`src/rtl/areg_mp.sv`:
```
// ---------------------------------------------------------------------------
// areg_mp -- multi-ported accumulating register file
//
// A DEPTH x WIDTH register file with NRD combinational read ports and one
// write port. A write either replaces an entry or adds its operand to the
// entry, and a per-bit mask picks which bits change. An accepted write sits
// in a one-entry pending stage for a cycle and then commits to the file.
// Reads and the accumulate path both forward from the pending stage, so
// back-to-back accumulates to one address never stall.
//
// A bulk clear (clr) walks the whole file one entry per cycle, zeroing
// entries 0..DEPTH-1 while busy is high.
//
// Optional feature (macro AREG_MIRROR_EN): every committed write to the
// lower half of the file is also copied to addr + DEPTH/2, and forwarding
// matches the mirror address as well.
//
// Ports:
//   clk   in   clock; all state updates on the rising edge
//   rst   in   asynchronous active-high reset
//   ra    in   NRD read addresses, port k at [k*AW +: AW]
//   rval  out  NRD read data words, port k at [k*WIDTH +: WIDTH]
//   w     in   write request
//   y     in   write mode: 1 = replace, 0 = accumulate
//   wa    in   write address
//   wval  in   write operand
//   mask  in   bit enable: 1 = take the new bit, 0 = keep the old bit
//   clr   in   bulk-clear request
//   busy  out  high while a bulk clear is in progress
// ---------------------------------------------------------------------------
module areg_mp #(
    parameter int WIDTH = 32,
    parameter int DEPTH = 16,
    parameter int NRD   = 2,
    localparam int AW   = $clog2(DEPTH)
) (
    input  logic                 clk,
    input  logic                 rst,
    input  logic [NRD*AW-1:0]    ra,
    output logic [NRD*WIDTH-1:0] rval,
    input  logic                 w,
    input  logic                 y,
    input  logic [AW-1:0]        wa,
    input  logic [WIDTH-1:0]     wval,
    input  logic [WIDTH-1:0]     mask,
    input  logic                 clr,
    output logic                 busy
);

    typedef enum logic {
        IDLE,
        CLEAR
    } state_t;

    state_t           state_q, state_d;
    logic [AW-1:0]    cnt_q, cnt_d;

    logic             pendValid_q, pendValid_d;
    logic [AW-1:0]    pendAddr_q, pendAddr_d;
    logic [WIDTH-1:0] pendData_q, pendData_d;

    logic [WIDTH-1:0] mem_q [DEPTH];
    logic [WIDTH-1:0] mem_d [DEPTH];

    logic             writeAccept;
    logic [WIDTH-1:0] writeCur;
    logic [WIDTH-1:0] writeNew;
    logic [WIDTH-1:0] writeData;

`ifdef AREG_MIRROR_EN
    localparam logic [AW-1:0] HALF = AW'(DEPTH / 2);
`endif

    // True when the pending entry supplies the value seen at addr. With
    // mirroring, a lower-half pending write is also visible at its mirror.
    function automatic logic pendHit(input logic [AW-1:0] addr,
                                     input logic          valid,
                                     input logic [AW-1:0] pAddr);
        logic hit;
        hit = valid && (addr == pAddr);
`ifdef AREG_MIRROR_EN
        if (valid && !pAddr[AW-1] && (addr == (pAddr | HALF))) begin
            hit = 1'b1;
        end
`endif
        return hit;
    endfunction

    assign busy = (state_q == CLEAR);

    // Read ports: pending data overrides the file so a write is visible the
    // cycle after it is accepted, before it has actually committed.
    always_comb begin
        rval = '0;
        for (int k = 0; k < NRD; k++) begin
            if (pendHit(ra[k*AW +: AW], pendValid_q, pendAddr_q)) begin
                rval[k*WIDTH +: WIDTH] = pendData_q;
            end else begin
                rval[k*WIDTH +: WIDTH] = mem_q[ra[k*AW +: AW]];
            end
        end
    end

    // Write datapath: the current value uses the same forwarding as the read
    // ports, so a chain of accumulates to one address sees its running sum.
    always_comb begin
        writeAccept = w && (state_q == IDLE);
        if (pendHit(wa, pendValid_q, pendAddr_q)) begin
            writeCur = pendData_q;
        end else begin
            writeCur = mem_q[wa];
        end
        writeNew  = y ? wval : (writeCur + wval);
        writeData = (writeCur & ~mask) | (writeNew & mask);
    end

    // Pending stage: holds an accepted write for exactly one cycle.
    always_comb begin
        pendValid_d = writeAccept;
        pendAddr_d  = pendAddr_q;
        pendData_d  = pendData_q;
        if (writeAccept) begin
            pendAddr_d = wa;
            pendData_d = writeData;
        end
    end

    // Clear sequencer: a clr seen in IDLE starts a walk over every entry;
    // the walk ends on the edge that zeroes the last entry.
    always_comb begin
        state_d = state_q;
        cnt_d   = cnt_q;
        case (state_q)
            IDLE: begin
                if (clr) begin
                    state_d = CLEAR;
                    cnt_d   = '0;
                end
            end
            CLEAR: begin
                if (cnt_q == AW'(DEPTH - 1)) begin
                    state_d = IDLE;
                    cnt_d   = '0;
                end else begin
                    cnt_d = cnt_q + AW'(1);
                end
            end
            default: begin
                state_d = IDLE;
                cnt_d   = '0;
            end
        endcase
    end

    // File update: commit the pending entry, then apply the clear. The clear
    // comes last so a write accepted together with clr still ends up zeroed
    // when the walk reaches it, even if that happens on the commit edge.
    always_comb begin
        for (int i = 0; i < DEPTH; i++) begin
            mem_d[i] = mem_q[i];
        end
        if (pendValid_q) begin
            mem_d[pendAddr_q] = pendData_q;
`ifdef AREG_MIRROR_EN
            if (!pendAddr_q[AW-1]) begin
                mem_d[pendAddr_q | HALF] = pendData_q;
            end
`endif
        end
        if (state_q == CLEAR) begin
            mem_d[cnt_q] = '0;
        end
    end

    // State registers; reset discards any pending write or clear in flight.
    always_ff @(posedge clk or posedge rst) begin
        if (rst) begin
            state_q     <= IDLE;
            cnt_q       <= '0;
            pendValid_q <= 1'b0;
            pendAddr_q  <= '0;
            pendData_q  <= '0;
            for (int i = 0; i < DEPTH; i++) begin
                mem_q[i] <= '0;
            end
        end else begin
            state_q     <= state_d;
            cnt_q       <= cnt_d;
            pendValid_q <= pendValid_d;
            pendAddr_q  <= pendAddr_d;
            pendData_q  <= pendData_d;
            for (int i = 0; i < DEPTH; i++) begin
                mem_q[i] <= mem_d[i];
            end
        end
    end

endmodule

```
`config.mk`:
```
export PLATFORM = sky130hd
export DESIGN_NAME = areg_mp
export DESIGN_NICKNAME = d
export VERILOG_FILES = /design/src/rtl/areg_mp.sv
export SDC_FILE = /design/constraint.sdc
export NUM_CORES = 2
export LEC_CHECK = 0
export CAP_MARGIN = 25
export CORE_UTILIZATION = 30
export DETAILED_ROUTE_END_ITERATION = 7
export SYNTH_ARGS = -nofsm -noshare
export SYNTH_HDL_FRONTEND = slang
export SYNTH_SLANG_ARGS = --single-unit
```
`constraint.sdc`:
```
create_clock -name clk -period 52.2 [get_ports clk]
set_clock_uncertainty 0.1 [all_clocks]
set_input_delay 7.83 -clock clk [delete_from_list [all_inputs] [get_ports clk]]
set_output_delay 7.83 -clock clk [all_outputs]
set_load 0.05 [all_outputs]
```
Yosys cells after proc, flatten, opt, wreduce, memory -nomap -nowiden
Index checks and enable logic that the tools add are counted.
W data, S select, Z words.
{"block": "classes", "n_addsub": 2, "n_lt_le_gt_ge": 7, "n_eq_ne": 5, "mux": 26, "bitwise": 12, "n_reduce_logical": 6}
{"operator": "$mux W512", "n": 2}
{"operator": "$and A512 B512 Y512", "n": 1}
{"operator": "$bwmux W512", "n": 1}
{"operator": "$not A512 Y512", "n": 1}
{"operator": "$bmux W32 S4", "n": 3}
{"operator": "$mux W32", "n": 12}
{"operator": "$demux W32 S4", "n": 2}
{"operator": "$and A32 B32 Y32", "n": 2}
{"operator": "$add A32 B32 Y32", "n": 1}
{"operator": "$not A32 Y32", "n": 1}
{"operator": "$or A32 B32 Y32", "n": 1}
{"operator": "$ge A5 B5 Y1 const B", "n": 5}
{"operator": "$not A4 Y5", "n": 5}
{"operator": "$eq A4 B4 Y1", "n": 3}
{"operator": "$lt A5 B1 Y1 const B", "n": 2}
{"operator": "$mux W4", "n": 2}
{"operator": "$pmux W4 S2", "n": 1}
{"operator": "$logic_and A1 B1 Y1", "n": 6}
{"operator": "$add A4 B1 Y4 const B", "n": 1}
{"operator": "$eq A4 B4 Y1 const B", "n": 1}
{"operator": "$mux W1", "n": 2}
{"operator": "$ne A2 B2 Y1 const B", "n": 1}
{"operator": "$pmux W1 S2", "n": 1}
{"operator": "$not A1 Y1", "n": 1}
{"block": "word_totals", "register_bits": 554, "input_bits": 81, "output_inout_bits": 65, "word_cells": 79}

Depth between registers and ports, before layout
{"block": "logic_depth", "depth_word": 9, "mapped_depth": 17}

Worst setup path after synthesis
OpenSTA, ideal clock, no wires.
{"block": "synth_timing", "kind": "input -> output", "start": "in ra[0]", "end": "out rval[22]", "arrival_ns": 10.067, "slack_ns": 34.203, "path_stages": 5, "n_path_buf": 2, "cell_sequence": "buf_1 > buf_2 > mux4_2 > mux4_2 > mux2_2"}
{"block": "synth_between", "elab_chain_len": 5, "word_cells_on_any_way": 7, "classes_between": "eq/ne: 1; mux: 4; bitwise: 1; reduce/logical: 1"}
{"element": "start, declared", "line_no": "39", "text": "input logic [NRD*AW-1:0] ra,"}
{"element": "$not A4 Y5 (not written as such)", "line_no": "99", "text": "rval[k*WIDTH +: WIDTH] = mem_q[ra[k*AW +: AW]];"}
{"element": "$bmux W32 S4", "line_no": "99"}
{"element": "$mux W32 (not written as such) (2 in a row)", "line_no": "99"}
{"element": "$mux W32 (*)", "line_no": "96", "text": "if (pendHit(ra[k*AW +: AW], pendValid_q, pendAddr_q)) begin"}
{"element": "end, declared", "line_no": "40", "text": "output logic [NRD*WIDTH-1:0] rval,"}
Mark *: on every way between the ends. The rest lies on a longest branch, timed or not. The select of a mux whose other input is x is not followed.

Worst setup path after layout
{"block": "layout_timing", "start": "in ra[0]", "end": "out rval[16]"}
The elaborated chain is that of the path after synthesis.

==> flow_metrics.py <==
metrics = {
    "status": {
        "status": "complete, no violations",
    },
    "timing": {
        "final-setup-viol-count": 0,
        "worst_pin_slew_ps": 1140,
        "min_period_ps": 20160,
        "max_freq_ghz": 0.0496,
        "timing.slew.headroom": 0.237,
        "grt_setup_unrepaired": "false",
        "finalWorstSetupSlack_ps": 32040,
        "tns_ps": 0,
        "slew_violations": 0,
        "finalCritPeriodShare": 0.386,
        "hold_viol": 0,
    },
    "synthesis": {
        "ys.flop_type": "dfrtp_1",
        "synth_edf_count": 0,
        "synth.avg_cell_area_um2": 10.4,
        "synth-seq-cells": 554,
        "ys_warn_count": 0,
        "async_reset_ff_frac": 1.00,
        "syn_nets": 3651,
        "synth_cell_types": 59,
        "netlist_area_mm2": 0.0367,
        "yosysSeqAreaShare": 0.378,
        "synthesis.instances": 3534,
    },
    "pwr": {
        "p_leak_uw": 0.0164,
        "switching_share": 0.379,
        "p_int_uw": 919,
        "clkPwrFrac": 0.316,
        "p_sw_uw": 562,
        "p_comb_frac": 0.300,
        "seq_power_share": 0.384,
        "powerDensity_mw_per_mm2": 35.2,
        "ir_drop_mv": 0.0297,
        "p_total_uw": 1480,
    },
    "setup_path": {
        "critPathRequiredTime_ps": 44270,
        "cp-start-kind": "primary input",
        "end_kind": "output pin",
        "r2r_start": "pendAddr_q[3]",
        "cp_max_fo": 49,
        "reg2regPathDepth": 14,
        "path_class": "in -> out",
        "crit_arrival_ps": 12230,
        "reg2reg_slack_ps": 46460,
        "rr_endpoint": "pendData_q[30]",
    },
    "cts": {
        "worstSkewPairLatency_ps": 670,
        "cts_hold_buf": 0,
        "cts_buffer_depth": 3,
        "cts_resized": 0,
        "cts_tree": "built",
        "cts_root_buf": "clkbuf_16",
        "post-cts-setup-buffers": 0,
        "clkSlewWorstSetupHoldPaths_ps": 60,
        "cts_sinks": 554,
        "htreeDepth": 2,
        "cts_buffers": 60,
    },
    "drt": {
        "detail-route-antenna-nets": 0,
        "wirelength_um": 152000,
        "dr_total_vias": 31449,
        "drt_iter0_markers": 4628,
        "wl_per_cell_um": 29.4,
        "drt_pass1_iterations": 6,
        "drc_errors": 0,
        "via_per_inst": 6.10,
    },
    "worst_hold_path": {
        "hold_path_end": "pendData_q[13]",
        "min_path_cells": 2,
        "hp-class": "reg -> reg",
        "hold_path_startpoint": "pendData_q[13]",
    },
    "final_layout": {
        "final_nets": 3611,
        "drive_gt1_frac": 0.240,
        "syn2layout_area_growth_pct": 14.8,
        "fin_area_mm2": 0.0421,
        "num-fill-cells": 11887,
    },
    "placement": {
        "place_area_mm2": 0.0399,
        "hpwlAfterDp_um": 93000,
        "gp_congestion": 0.899,
        "port_buffers": 145,
        "dp_slack_ps": 31910,
    },
    "global_route": {
        "grt.overflow.total": 0,
        "grt_start_max_net_pins": 165,
        "grt_usage": 0.244,
        "grt_pass1_wl_um": 219000,
        "antenna_found_initial": 4,
        "grt_pass1_vias": 30393,
    },
    "floorplan": {
        "core_mm2": 0.121,
        "die_y_um": 352,
        "die_area_mm2": 0.124,
        "die_w_um": 352,
        "start_util": 0.304,
        "ios": 146,
        "rows": 127,
    },
    "job": {
        "maxCapViolCount": 0,
    },
}
## synth_stat cells (3+ instances only)
master / count / area, um2
a31oi_1: 15 / 93.8
mux2_2: 96 / 1080
and2_1: 3 / 18.8
nand2b_1: 11 / 68.8
nor4_1: 4 / 25.0
nand2_1: 1130 / 4240
o21ai_1: 3 / 15.0
dfrtp_1: 554 / 13900
or2_2: 3 / 18.8
nand4_1: 5 / 31.3
buf_2: 25 / 125
o211ai_1: 10 / 75.1
o21a_1: 4 / 30.0
o31ai_1: 4 / 30.0
nor2_1: 54 / 203
clkbuf_1: 275 / 1030
nand3b_1: 3 / 22.5
o21ai_0: 58 / 290
nor2b_1: 5 / 31.3
and3_1: 5 / 31.3
inv_1: 10 / 37.5
buf_1: 50 / 188
a211oi_1: 6 / 45.0
mux2i_1: 10 / 100
xnor2_1: 12 / 105
or3_1: 9 / 56.3
a21o_1: 15 / 113
mux4_2: 480 / 10800
nor3_1: 16 / 80.1
nand3_1: 19 / 95.1
a21oi_1: 549 / 2750
xor2_1: 20 / 175
ha_1: 35 / 438
## per-stage QoR
stage	std cells	hold slack, ps	util
after floorplan	3534	411	-
after global placement	5035	391	0.330
after detailed placement	5040	396	0.331
after CTS	5147	416	0.348
after global routing	5151	433	0.349
final	5154	424	0.349
## power groups by stage
stage / logic (uW) / registers, uW / clock network (uW)
floorplan: 300 / 525 / 0
global placement: 429 / 569 / 0
detailed placement: 433 / 572 / 0
CTS: 434 / 565 / 469
global route: 463 / 576 / 485
finish: 445 / 568 / 468
## routing by layer
metal  global-route usage  routed length [um]
met5                    0                  47
met4                0.116                7980
met3               0.0703               18900
met2                0.370               68000
met1                0.320               56700
## worst max-delay path by stage
stage                from        to  slack [ps]  cells after the start
finish              ra[0]  rval[16]       32040                      7
global route        ra[0]  rval[16]       31750                      7
global placement    ra[0]  rval[16]       31950                      7
floorplan             rst      busy       28780                      1
CTS                 ra[0]  rval[16]       31910                      7
detailed placement  ra[0]  rval[16]       31910                      7
## kinds of logic after synthesis
family | count (synthesis) | synth area share
AO/OA/AOI/OAI | 689 | 0.100
adder cells (fa/ha/maj) | 36 | 0.0125
multiplexers | 586 | 0.327
AND/OR/NAND/NOR | 1273 | 0.136
buffers and inverters | 364 | 0.0387
XOR/XNOR | 32 | 0.00765
flip-flops | 554 | 0.378
## cell usage in the layout, fill, tap and decap left out, types with 6 or more instances in the layout
master           netlist  final
a21o_1                15     15
or3_1                  9      9
xor2_1                20     20
nand2b_1              11     10
buf_4                  2    100
nand2_1             1130   1118
o211ai_1              10     10
a31oi_1               15     15
ha_1                  35     35
a21oi_1              549    549
mux2i_1               10     10
nand2_2                0     12
nor3_2                 0      8
xnor2_1               12     12
dfrtp_1              554    554
a211oi_1               6      6
mux2_2                96     96
o21ai_0               58     58
clkbuf_1             275     12
clkbuf_8               0     12
bufinv_16              0      8
inv_1                 10      9
clkinv_2               0      7
clkbuf_16              0     62
clkdlybuf4s50_1        0    132
nor2_1                54     30
nand3_1               19     15
nor3_1                16      8
nor2_4                 0     24
mux4_2               480    480
## registers in the layout (all words and copies together), names as in the netlist
name and count:
pendValid_q 1, busy 1, cnt_q 4, pendAddr_q 4, mem_q 512, pendData_q 32
## critical path, stage by stage
cell             delay (ps)
buf_8                   410
buf_4                   870
buf_4                   770
mux4_2                  610
mux4_2                  550
mux2_2                  380
clkdlybuf4s50_1         740
## cell type report
| cell class | count | area, um2 | area share |
|---|---|---|---|
| timing repair buffer | 252 | 2370 | 0.0564 |
| tap | 1612 | 2020 | 0.0479 |
| clock buffer | 86 | 1760 | 0.0419 |
| inverter | 10 | 45.0 | 0.00107 |
| multi-input combinational | 2616 | 21700 | 0.515 |
| antenna | 3 | 7.51 | 0.000178 |
| sequential | 554 | 13900 | 0.330 |
| clock inverter | 21 | 332 | 0.00788 |
Note: power is estimated with default switching activity, not from simulation.
